`src/rtl/right_circ_shift.sv`:
```
// right_circ_shift
//   Dual right-rotate unit for the SIMON64/96 key schedule. One input word is
//   rotated right by 1 and by 3 in the same cycle, and both results are
//   registered together with a valid flag (latency 1, one word per cycle).
//
// Ports
//   clk             system clock, rising edge
//   rst             asynchronous, active-high reset
//   in_valid        qualifies `in` for the current cycle
//   in   [N-1:0]    word to rotate
//   shift_one_out   registered ROR(in, 1)
//   shift_three_out registered ROR(in, 3)
//   out_valid       high when both shift outputs hold a fresh result
//
// There is no backpressure: a result is valid for exactly the cycle after issue,
// while the data registers keep the last result when no new word arrives.
module right_circ_shift #(
    parameter int unsigned N = 16
) (
    input  logic         clk,
    input  logic         rst,
    input  logic         in_valid,
    input  logic [N-1:0] in,
    output logic [N-1:0] shift_one_out,
    output logic [N-1:0] shift_three_out,
    output logic         out_valid
);

    // Rotate amounts are fixed, so a width below 4 would leave ROR3 ill-formed.
    if (N < 4) begin : gen_width_check
        $error("right_circ_shift: N must be >= 4");
    end

    logic [N-1:0] rorOne;
    logic [N-1:0] rorThree;

    // Pure wiring: the low bits wrap around to the top, nothing is discarded.
    assign rorOne   = {in[0],   in[N-1:1]};
    assign rorThree = {in[2:0], in[N-1:3]};

    always_ff @(posedge clk or posedge rst) begin
        if (rst) begin
            shift_one_out   <= '0;
            shift_three_out <= '0;
            out_valid       <= 1'b0;
        end else begin
            out_valid <= in_valid;
            // Both outputs load on the same edge from the same sample.
            if (in_valid) begin
                shift_one_out   <= rorOne;
                shift_three_out <= rorThree;
            end
        end
    end

endmodule

```
`config.mk`:
```
export PLATFORM = sky130hd
export DESIGN_NAME = right_circ_shift
export DESIGN_NICKNAME = d
export VERILOG_FILES = /design/src/rtl/right_circ_shift.sv
export SDC_FILE = /design/constraint.sdc
export NUM_CORES = 1
export LEC_CHECK = 0
export ABC_AREA = 1
export BUFFER_PORTS_ARGS = -buffer_cell sky130_fd_sc_hd__buf_2
export CORE_ASPECT_RATIO = 1.2
export CORE_MARGIN = 5
export CORE_UTILIZATION = 25
export DETAILED_ROUTE_END_ITERATION = 6
export HOLD_SLACK_MARGIN = 0.03
export MAX_ROUTING_LAYER = met4
export SLEW_MARGIN = 10
export SYNTH_ARGS = -nofsm -noshare
export SYNTH_HDL_FRONTEND = slang
export SYNTH_SLANG_ARGS = --single-unit
```
`constraint.sdc`:
```
create_clock -name clk -period 0.8 [get_ports clk]
set_clock_uncertainty 0.2 [all_clocks]
set_input_delay 0 -clock clk [delete_from_list [all_inputs] [get_ports clk]]
set_output_delay 0 -clock clk [all_outputs]
set_load 0.05 [all_outputs]
```
==> reports/results.txt <==
Slowest CP cell = dfrtp_2
Least-Margin Pin Slew = 0.163 ns
Number of synthesized register bits = 17
Crit-path cells = buf_6
DIE AREA = 0.00440 mm²
Hold_ws = -0.194 ns
Total gr overflow = 0
Fin Setup TNS = -10.22 ns
Avg WL per Cell = 11.9 µm
Via Count = 715
Post-Syn Area = 793 µm²
Width of the die = 61.4 µm
Syn nets = 105
Hold_sp = in_valid
IO Count = 52
Clock root buffer = clkbuf_4
Post-layout min period = 1.08 ns
Starting Density = 26.0%
FF-to-FF End = shift_one_out[5]
Required @ worst endpoint = 0.60 ns
Bufs on Longest Clock Path = 2
Fin worst setup slack = -0.282 ns
Worst VDD drop = 0.838 mV
CTS clk-pin slew, worst paths = 0.10 ns
Max-Cap Viols = 0
Tcrit/Tclk final = 135%
R2r startpoint = shift_one_out[5]
Failing checks = negative hold slack, negative setup slack
Status = complete, but fails checks
F_max = 925 MHz
Area delta synth->final = 82.6%
Worst-Skew Late Latency = 0.28 ns
Final net count = 166
Leak = 0.741 nW
Count of cell types in the netlist = 8
PortBufs = 51
CTS tree = done
DP HPWL = 1430 µm
WHS Path Cells = 3
Mean Syn Cell Area = 9.22 µm²
1st-iter DRT viols = 24
Top delay family on crit path = flip-flops
Total GRT Usage = 10.6%
Die H = 71.7 µm
Placement Cell Area = 986 µm²
Reg2reg path depth = 3
Synth warn = 0
Delay of the slowest critical-path stage = 0.44 ns
Hold Buf Count CTS = 17
Initial antenna violation count = 0
Crit Path Category = flop to output port
Hold endpoint = shift_one_out[13]
Routed WL = 2160 µm
Max-slew violations = 0
Inserted Clock Buffers = 3
HP Class = primary input to flop
Post-synthesis sequential area ratio = 53.6%
Initial DRT Pass Iterations = 2
Unrepaired setup endpoints after global routing = true
Antenna Violating Nets Remaining = 0
Setup violators final = 49
Buf/Inv on CP = 1
Synth Instances = 86
Design area = 0.00145 mm²
Fin. Hold Viols = 17
Largest net degree at the start of global routing = 18
Clock sinks = 17
Vias in the first global route = 783
Total power = 0.00265 W
Core Region = 0.00306 mm²
Rel. slew slack = 89.1%
H-tree depth = 1
Max Fanout on Critical Path = 3
First-pass GRT wire length = 3410 µm
CP startpoint kind = flop
Row cnt = 22
CP Capture Type = output port
DR vias/cell = 3.93
Antenna cells = 0
Pwr dens = 1830 mW/mm²
Share of post-route cells with drive strength above 1 = 61.0%
# DRC = 0
Crit path arrival time = 0.88 ns
Setup slack, reg-to-reg = -0.16 ns
Placer Congestion = 0.665
[kinds of logic (layout without fill, tap and decap cells)]
family	Yosys count	count (layout)	share of synthesized area, %
flip-flops	17	17	53.6
AND/OR/NAND/NOR	48	48	24.3
buffers and inverters	21	81	22.1
[per-layer routing]
layer | GRT usage, % | wire length, µm | up-vias | share of wire (%)
li1 | - | - | 359 | -
met1 | 10.6 | 792 | 323 | 37
met2 | 19.4 | 1160 | 31 | 54
met3 | 2.34 | 203 | 2 | 9.4
met4 | 3.54 | 9 | 0 | 0.42
met5 | - | 0 | - | 0
[Yosys cell counts]
cell | number | area, µm²
nand2_2 | 5 | 31.3
buf_6 | 2 | 22.5
buf_12 | 1 | 20.0
inv_6 | 1 | 8.76
inv_1 | 1 | 3.75
buf_4 | 16 | 120
dfrtp_1 | 17 | 425
nand2_1 | 43 | 161
[layout by cell type (no fill, tap or decap)]
cell type       n
dfrtp_1         1
inv_6           1
buf_2          18
clkbuf_1        1
buf_6          37
dlygate4sd3_1  17
nand2_2        11
buf_12          1
buf_4           2
nand2_1        37
clkbuf_4        3
inv_1           1
dfrtp_2        16
[worst max-delay path by stage]
stage,slack (ns),cells after the start,startpoint,end
floorplan,-0.15,2,shift_one_out[0],shift_one_out[0]
global placement,-0.02,1,shift_one_out[1],shift_one_out[1]
detailed placement,-0.03,1,shift_one_out[1],shift_one_out[1]
CTS,-0.30,1,shift_one_out[1],shift_one_out[1]
global route,-0.32,1,shift_one_out[1],shift_one_out[1]
finish,-0.28,1,shift_one_out[2],shift_three_out[0]
[per-stage QoR]
stage / utilization [%] / instances / setup WS [ns]
6_report: 47.4 / 182 / -0.282
5_1_grt: 47.4 / 182 / -0.319
4_1_cts: 46.9 / 182 / -0.303
3_5_place_dp: 32.3 / 157 / -0.0329
3_3_place_gp: 32.3 / 157 / -0.0151
2_1_floorplan: - / 86 / -0.149
[flip-flops by register name, indices dropped and copies added (netlist names)]
register / cells
out_valid: 1
shift_one_out: 15
shift_three_out: 1
[area by class of cell]
| type | count | area [µm²] |
|---|---|---|
| well taps | 36 | 45.0 |
| clock buffers | 4 | 26.3 |
| inverters | 2 | 12.5 |
| repair buffers | 75 | 712 |
| flip-flops and latches | 17 | 445 |
| multi-input cells | 48 | 208 |
| fillers | 299 | 1610 |
[power by group]
group / switching (W) / internal, W
sequential: 0.0000884 / 0.000947
clock: 0.000253 / 0.000193
combinational: 0.000715 / 0.000450
[repair_timing]
item                                    CTS  global route
endpoints found under the setup margin   49            49
pin swaps                                 0             0
gates resized for setup                  70             6
hold endpoints to repair                 34            17
setup buffers                             4             0
Note: power is estimated with default switching activity, not from simulation.
